## src/rtl/mem_port_arbiter.sv

```systemverilog
// Arbiter for the single unified memory port shared by the CPU and the host/loader.
// The CPU has fixed priority. The host wins once it has waited HOST_MAX_WAIT cycles.
module mem_port_arbiter #(
  parameter int ADDR_W        = 16,
  parameter int DATA_W        = 16,
  parameter int MEM_LAT       = 1,
  parameter int HOST_MAX_WAIT = 4
) (
  input  logic              CLK,
  input  logic              reset,
  input  logic              cpu_req,
  input  logic              cpu_we,
  input  logic [ADDR_W-1:0] cpu_addr,
  input  logic [DATA_W-1:0] cpu_wdata,
  output logic [DATA_W-1:0] cpu_rdata,
  output logic              cpu_ready,
  output logic              cpu_stall,
  input  logic              host_req,
  input  logic              host_we,
  input  logic [ADDR_W-1:0] host_addr,
  input  logic [DATA_W-1:0] host_wdata,
  output logic [DATA_W-1:0] host_rdata,
  output logic              host_ack,
  input  logic              host_hold,
  output logic              mem_en,
  output logic              mem_we,
  output logic [ADDR_W-1:0] mem_addr,
  output logic [DATA_W-1:0] mem_wdata,
  input  logic [DATA_W-1:0] mem_rdata
);

  typedef enum logic [1:0] {IDLE, ISSUE, WAIT, DONE} state_t;
  typedef enum logic {OWN_CPU, OWN_HOST} owner_t;

  localparam logic [7:0] MAX_WAIT   = 8'(HOST_MAX_WAIT);
  localparam logic [2:0] LAT_INIT   = 3'(MEM_LAT - 1);
  localparam bit         SINGLE_LAT = (MEM_LAT == 1);

  state_t              state;
  owner_t              owner;
  logic                we_q;
  logic [2:0]          lat_cnt;
  logic [7:0]          wait_cnt;
  logic [DATA_W-1:0]   cpu_rdata_q;
  logic [DATA_W-1:0]   host_rdata_q;
  logic                host_win;
  logic                cpu_win;
  logic                host_busy;
  logic                read_done;

  // NOTE: every variable written in an always_comb gets a default first, so no path leaves it unassigned and no latch is inferred.
  always_comb begin
    host_win  = 1'b0;
    cpu_win   = 1'b0;
    host_busy = (state != IDLE) && (owner == OWN_HOST);
    read_done = (state == DONE) && !we_q;
    if (state == IDLE) begin
      host_win = host_req && ((wait_cnt >= MAX_WAIT) || !cpu_req || host_hold);
      cpu_win  = !host_win && cpu_req && !host_hold;
    end
  end

  assign cpu_stall = cpu_req & ~cpu_ready;

  // Read data is valid on mem_rdata during DONE, so it is forwarded in that cycle and held from the register afterwards.
  always_comb begin
    cpu_rdata  = cpu_rdata_q;
    host_rdata = host_rdata_q;
    if (read_done && owner == OWN_CPU)  cpu_rdata  = mem_rdata;
    if (read_done && owner == OWN_HOST) host_rdata = mem_rdata;
  end

  // NOTE: sequential state uses non-blocking assignments only, so every register samples pre-edge values.
  always_ff @(posedge CLK) begin
    if (!reset) begin
      state        <= IDLE;
      owner        <= OWN_CPU;
      we_q         <= 1'b0;
      lat_cnt      <= '0;
      wait_cnt     <= '0;
      cpu_rdata_q  <= '0;
      host_rdata_q <= '0;
      cpu_ready    <= 1'b0;
      host_ack     <= 1'b0;
      mem_en       <= 1'b0;
      mem_we       <= 1'b0;
      mem_addr     <= '0;
      mem_wdata    <= '0;
    end else begin
      mem_en    <= 1'b0;
      mem_we    <= 1'b0;
      cpu_ready <= 1'b0;
      host_ack  <= 1'b0;

      if (!host_req || host_win)
        wait_cnt <= '0;
      else if (!host_busy && wait_cnt != 8'hFF)
        wait_cnt <= wait_cnt + 8'd1;

      case (state)
        IDLE: begin
          if (host_win) begin
            owner     <= OWN_HOST;
            we_q      <= host_we;
            mem_en    <= 1'b1;
            mem_we    <= host_we;
            mem_addr  <= host_addr;
            mem_wdata <= host_wdata;
            state     <= ISSUE;
          end else if (cpu_win) begin
            owner     <= OWN_CPU;
            we_q      <= cpu_we;
            mem_en    <= 1'b1;
            mem_we    <= cpu_we;
            mem_addr  <= cpu_addr;
            mem_wdata <= cpu_wdata;
            state     <= ISSUE;
          end
        end
        ISSUE: begin
          lat_cnt <= LAT_INIT;
          if (SINGLE_LAT) begin
            state     <= DONE;
            cpu_ready <= (owner == OWN_CPU);
            host_ack  <= (owner == OWN_HOST);
          end else begin
            state <= WAIT;
          end
        end
        WAIT: begin
          lat_cnt <= lat_cnt - 3'd1;
          if (lat_cnt == 3'd1) begin
            state     <= DONE;
            cpu_ready <= (owner == OWN_CPU);
            host_ack  <= (owner == OWN_HOST);
          end
        end
        DONE: begin
          if (!we_q && owner == OWN_CPU)  cpu_rdata_q  <= mem_rdata;
          if (!we_q && owner == OWN_HOST) host_rdata_q <= mem_rdata;
          state <= IDLE;
        end
        default: state <= IDLE;
      endcase
    end
  end

endmodule

```

## config.mk

```make
export PLATFORM = sky130hd
export DESIGN_NAME = mem_port_arbiter
export DESIGN_NICKNAME = d
export VERILOG_FILES = /design/src/rtl/mem_port_arbiter.sv
export SDC_FILE = /design/constraint.sdc
export NUM_CORES = 1
export LEC_CHECK = 0
export CORE_ASPECT_RATIO = 2
export CORE_MARGIN = 2
export CORE_UTILIZATION = 42
export CTS_CLUSTER_DIAMETER = 150
export CTS_CLUSTER_SIZE = 24
export DETAILED_ROUTE_END_ITERATION = 8
export GPL_ROUTABILITY_DRIVEN = 0
export PLACE_DENSITY = 0.8
export SETUP_SLACK_MARGIN = 0.1
export SLEW_MARGIN = 10
export SYNTH_ARGS = -nofsm -noshare
export SYNTH_HDL_FRONTEND = slang
export SYNTH_SLANG_ARGS = --single-unit
```

## constraint.sdc

```tcl
create_clock -name CLK -period 2.5 [get_ports CLK]
set_input_delay 0.5 -clock CLK [delete_from_list [all_inputs] [get_ports CLK]]
set_output_delay 0.5 -clock CLK [all_outputs]
set_load 0.05 [all_outputs]
```

# [Word-level counts from Yosys, hierarchy flattened]
# Cells that the tools add are included.
[word_totals] reg_bits=83 latchBits=0 ram_bits=0 rom_bits=0 output_inout_bits=69 n_memories=0
[classes] n_addsub=2 multipliers=0 div_mod_pow=0 magnitude_cmp=1 n_eq_ne=7 n_shift=0 n_mux=25 bitwise=4 reduce_logical=29
[op_table] operator="two-way mux 16 bit" n=6
[op_table] operator="two-way mux 1 bit" n=12
[op_table] operator="logical AND 1 bit" n=10
[op_table] operator="AND reduction 2 bit" n=5
[op_table] operator="adder 8 x 1 -> 8 bit, second input constant" n=1
[op_table] operator="greater-or-equal comparator 8 x 3 -> 1 bit, second input constant" n=1
[op_table] operator="inequality test 8 bit, second input constant" n=1
[op_table] operator="case mux 2 bit (4 select lines)" n=1
[op_table] operator="logical NOT 1 bit" n=6
[op_table] operator="two-way mux 2 bit" n=3
[op_table] operator="case mux 3 bit (2 select lines)" n=1
[op_table] operator="nonzero test 2 bit" n=3
[op_table] operator="equality test 2 bit, second input constant" n=2
[op_table] operator="case mux 1 bit (2 select lines)" n=2
[op_table] operator="equality test 3 x 1 -> 1 bit, second input constant" n=1
[op_table] operator="logical OR 1 bit" n=3
[op_table] operator="inequality test 3 bit, second input constant" n=1
[op_table] operator="NOT 1 bit" n=3
[op_table] operator="subtractor 3 x 1 -> 3 bit, second input constant" n=1
[op_table] operator="equality test 2 x 1 -> 1 bit, second input constant" n=1
[op_table] operator="logical NOT 2 bit" n=1
[op_table] operator="inequality test 2 bit, second input constant" n=1
[op_table] operator="OR reduction 2 bit" n=1
[op_table] operator="AND 1 bit" n=1

# [Logic depth before layout (Yosys ltp)]
# Gate-level depths: netlist of run 1.
[logic_depth] ltp_word=11 mapped_depth=8 mapped_depth_nobuf=6

# [Worst setup path after synthesis of run 1]
# No wires, ideal clock.
[synth_path] path_kind="reg-to-output" startpoint="register state[0]" endpoint="output cpu_rdata[10]" t_arrival_ns=1.660 required_ns=2.000 slack_ns=0.340 stages_incl_launch_ff=5 path_cell_list="dfxtp_1 -> ha_1 -> nor3b_2 -> buf_2 -> mux2_2"
[synth_via] elab_chain_len=4
[synth_lines] element="from (decl)" line="39" rtl="state_t state;"
[synth_lines] element="from (signal assigned)" line="76" rtl="state <= IDLE;"
[synth_lines] element="from (signal assigned)" line="109" rtl="state <= ISSUE;"
[synth_lines] element="from (signal assigned)" line="117" rtl="state <= ISSUE;"
[synth_lines] element="equality test 2 bit" line="56" rtl="read_done = (state == DONE) && !we_q;"
[synth_lines] element="logical AND 1 bit" line="56"
[synth_lines] element="logical AND 1 bit" line="69" rtl="if (read_done && owner == OWN_CPU) cpu_rdata = mem_rdata;"
[synth_lines] element="two-way mux 16 bit" line="69"
[synth_lines] element="to (decl)" line="15" rtl="output logic [DATA_W-1:0] cpu_rdata,"
# Every way passes these cells.

# [Worst setup path after layout of run 1]
[layout_path] startpoint="register state[0]" endpoint="output cpu_rdata[2]"
# Same word-level chain as after synthesis.

==> results of run 1 <==
## power by group through the flow
stage	Clock (mW)	Combinational, mW	Sequential [mW]
floorplan	0	0.931	2.25
global placement	0	2.41	1.71
detailed placement	0	2.46	1.71
CTS	1.29	2.48	1.70
global route	1.34	2.63	1.74
finish	1.27	2.50	1.71
## worst reg2reg max path, cell delays in order (launching register included)
cell and delay [ps]:
dfxtp_1 350, or4_4 560, or2_1 280, a211o_4 400
nor3_2 190
## cell type report
cell class,count,area (um^2)
sequential,83,1670
clock buffer,11,243
clock inverter,3,40.0
inverter,42,158
timing repair buffer,164,1980
tap,98,123
fill,621,2360
multi-input combinational,214,1660
## cells by family after synthesis
logic type | Yosys count
DFF | 83
buffers and inverters | 63
adders and majority gates | 9
muxes | 35
AOI/OAI and AO/OA | 86
xor gates and xnor gates | 1
and+or+nand+nor | 83
## worst max path at each step
stage                                startpoint                  endpoint
final                     state[0]$_SDFFE_PN0P_              cpu_rdata[2]
after global routing      state[0]$_SDFFE_PN0P_              cpu_rdata[9]
after CTS                 state[0]$_SDFFE_PN0P_              cpu_rdata[1]
after detailed placement                cpu_req  wait_cnt[3]$_SDFFE_PP0P_
after global placement                  cpu_req  wait_cnt[3]$_SDFFE_PP0P_
after floorplan           state[0]$_SDFFE_PN0P_             cpu_rdata[10]
## routing by layer
metal / vias up / track usage / routed length, um
met4: 0 / 0.0926 / 189
met2: 114 / 0.431 / 5930
li1: 1564 / - / -
met3: 11 / 0.0456 / 532
met5: - / 0 / 0
met1: 1587 / 0.234 / 3500
## state kept, by name, summed over array words and instances, names as in the netlist
signal,cells
owner,1
host_ack,1
cpu_ready,1
cpu_rdata_q,16
mem_en,1
we_q,1
lat_cnt,3
host_rdata_q,16
mem_wdata,16
wait_cnt,8
state,2
mem_addr,16
mem_we,1
## Yosys cell counts, types with 2 or more instances
cell type	instances
and2_1	34
nand4_1	2
ha_1	9
a21oi_1	37
nand2b_1	4
buf_2	5
nor3_1	2
o211ai_1	2
nand3_1	5
nor2_1	16
o21ai_0	3
mux2_2	32
o221ai_1	32
buf_4	3
and3_1	2
inv_1	42
nand2_1	6
mux2i_1	3
dfxtp_1	83
a211oi_2	3
clkbuf_1	13
nor2b_1	4
## repair_timing
item / in CTS / in global routing
setup endpoints to repair: 16 / 16
resized for setup: 6 / 12
cloned: 1 / 0
==> metrics, run 1 <==
status=finished, final reports clean; commonest non-fill, non-tap cells in the layout=clkdlybuf4s50_1 (121), dfxtp_1 (81), inv_1 (42), a21oi_1 (37), buf_12 (35); Seq/Total Area, Yosys=0.472; Critical R2R Launch=wait_cnt[2]$_SDFFE_PP0P_; antenna viol nets, final=0; worst path cell trace=ha_4 > nor3b_4 > buf_6 > mux2_4 > buf_12; Slew HR=0.608; Final Hold Slack=between 500 and 600 ps; Chip Height=134 um; Detailed Route WL=10200 um; CP max-delay cell=dfxtp_4; Min-Delay Endpoint=wait_cnt[1]$_SDFFE_PP0P_; Pins Over Slew Limit=0; Final Cell Area=about 5900 um^2; RSZ-0062 raised after global routing=false; clock power share=0.231; final setup fails=0; Least-Margin Pin Slew=589 ps; worst hold start=wait_cnt[1]$_SDFFE_PP0P_; share of the synthesized area in the top cell type=0.472; Die ar.=between 9000 and 10000 um^2; TritonCTS buffer count=9; worst reg2reg path depth=4; Distinct cells, synth=40; io pins=approximately 160; Hold Path Class=reg2reg; CTS tree=built; Post-synth ARST share=0; commonest non-fill, non-tap cell in the layout=clkdlybuf4s50_1; Final Hold Vio Count=0; fin worst setup slack=186 ps; Max-Cap Viols=0; post-synth top area cell=dfxtp_1; # H-tree levels=3; Tcrit/Tclk final=0.926; Critical Path Source Type=register; clock buffer depth=2; Iter 0 DRT Violations=about 160; Synthesized Nets=between 400 and 500; Switch Pwr=2.10 mW; WP depth=5; Final Net Count=between 600 and 700; CP Max Fanout=8; vias in the first global route=roughly 3300; area added between synthesis and finish=66.6%; largest net degree at the start of global routing=slightly below 70; pre-CTS setup slack=109 ps; CP Capture Type=primary output; complex-gate fraction of the synthesized area=0.175; Post-CTS Setup Bufs=0; layout cells sized above 1=0.197; PD cells=slightly above 900 nW/um^2; synthesized cell area=3520 um^2; total power=between 5 and 6 mW; Buf/Inv on CP=2; Routed wire per std cell=roughly 17 um; Post-Synth Adder-Cell Area=0.0320; worst vdd ir=between 0.0006 and 0.0007 V; # rows=47; largest family of logic cells by synthesized area=compound AO/OA/AOI/OAI gates; GRT Total Usage=0.231; vias per cell=roughly 5.3; drt first pass iters=4; crit-path leading delay family=flip-flops; share of power burned in registers=0.313; kind of critical path=reg2out; Remaining DRCs=0; CTS sink count=83; Starting Density=0.428; Diodes inserted=0; Synth Area in XOR/XNOR=0.00249; # port buffers=between 150 and 200; Worst Path Required=2000 ps; switching portion of total power=0.384; leak pwr=2.39 nW; initial antenna violation count=0; Final HPWL DP=between 7000 and 8000 um; cells after synthesis=between 300 and 400; f_max=0.432 GHz; dominant synthesized flop cell=dfxtp_1; flops & latches, synth=83; die span in x=approximately 69 um; CTS clk-pin slew, worst paths=60 ps; post-route minimum period=approximately 2300 ps; Pint=between 3 and 4 mW; simple-gate share of the synthesized area=0.136; fin util=0.713; combinational group share of total power=0.456; post-route setup TNS=0 ps; Min-Delay Path Depth=2; R2R Path End=wait_cnt[3]$_SDFFE_PP0P_; Worst-Skew Late Latency=approximately 330 ps; crit path DAT=1810 ps; root buf cell=clkbuf_16; R2R Setup Slk=around 660 ps; Worst path max stage delay=between 300 and 400 ps; DP Cell Count=600; gr ovfl total=0; first-pass GRT wire length=15900 um; Post-synth EDFFs=0; Core ar.=about 8200 um^2; top post-synthesis cells by area=dfxtp_1 (47%), mux2_2 (10%), o221ai_1 (8.0%); Syn. warnings=0; multiplexer area fraction after synthesis=0.111; CTS hold repair buffers=0; skew final=3.11 ps; Cell Area, Placed=5510 um^2; Syn Area/Cell=about 9.8 um^2; vias after detailed routing=between 3000 and 4000; non-filler cells, final=approximately 600
No activity file was read; power rests on OpenSTA's default activity.
==> run 2: changes to the inputs <==
--- a/config.mk
+++ b/config.mk
@@ -12,6 +12,7 @@
 export CTS_CLUSTER_SIZE = 24
 export DETAILED_ROUTE_END_ITERATION = 8
 export GPL_ROUTABILITY_DRIVEN = 0
+export HOLD_SLACK_MARGIN = 0.08
 export PLACE_DENSITY = 0.8
 export SETUP_SLACK_MARGIN = 0.1
 export SLEW_MARGIN = 10
==> results of run 2 <==
The final DEF is identical to that of run 1; final timing and power are the same.
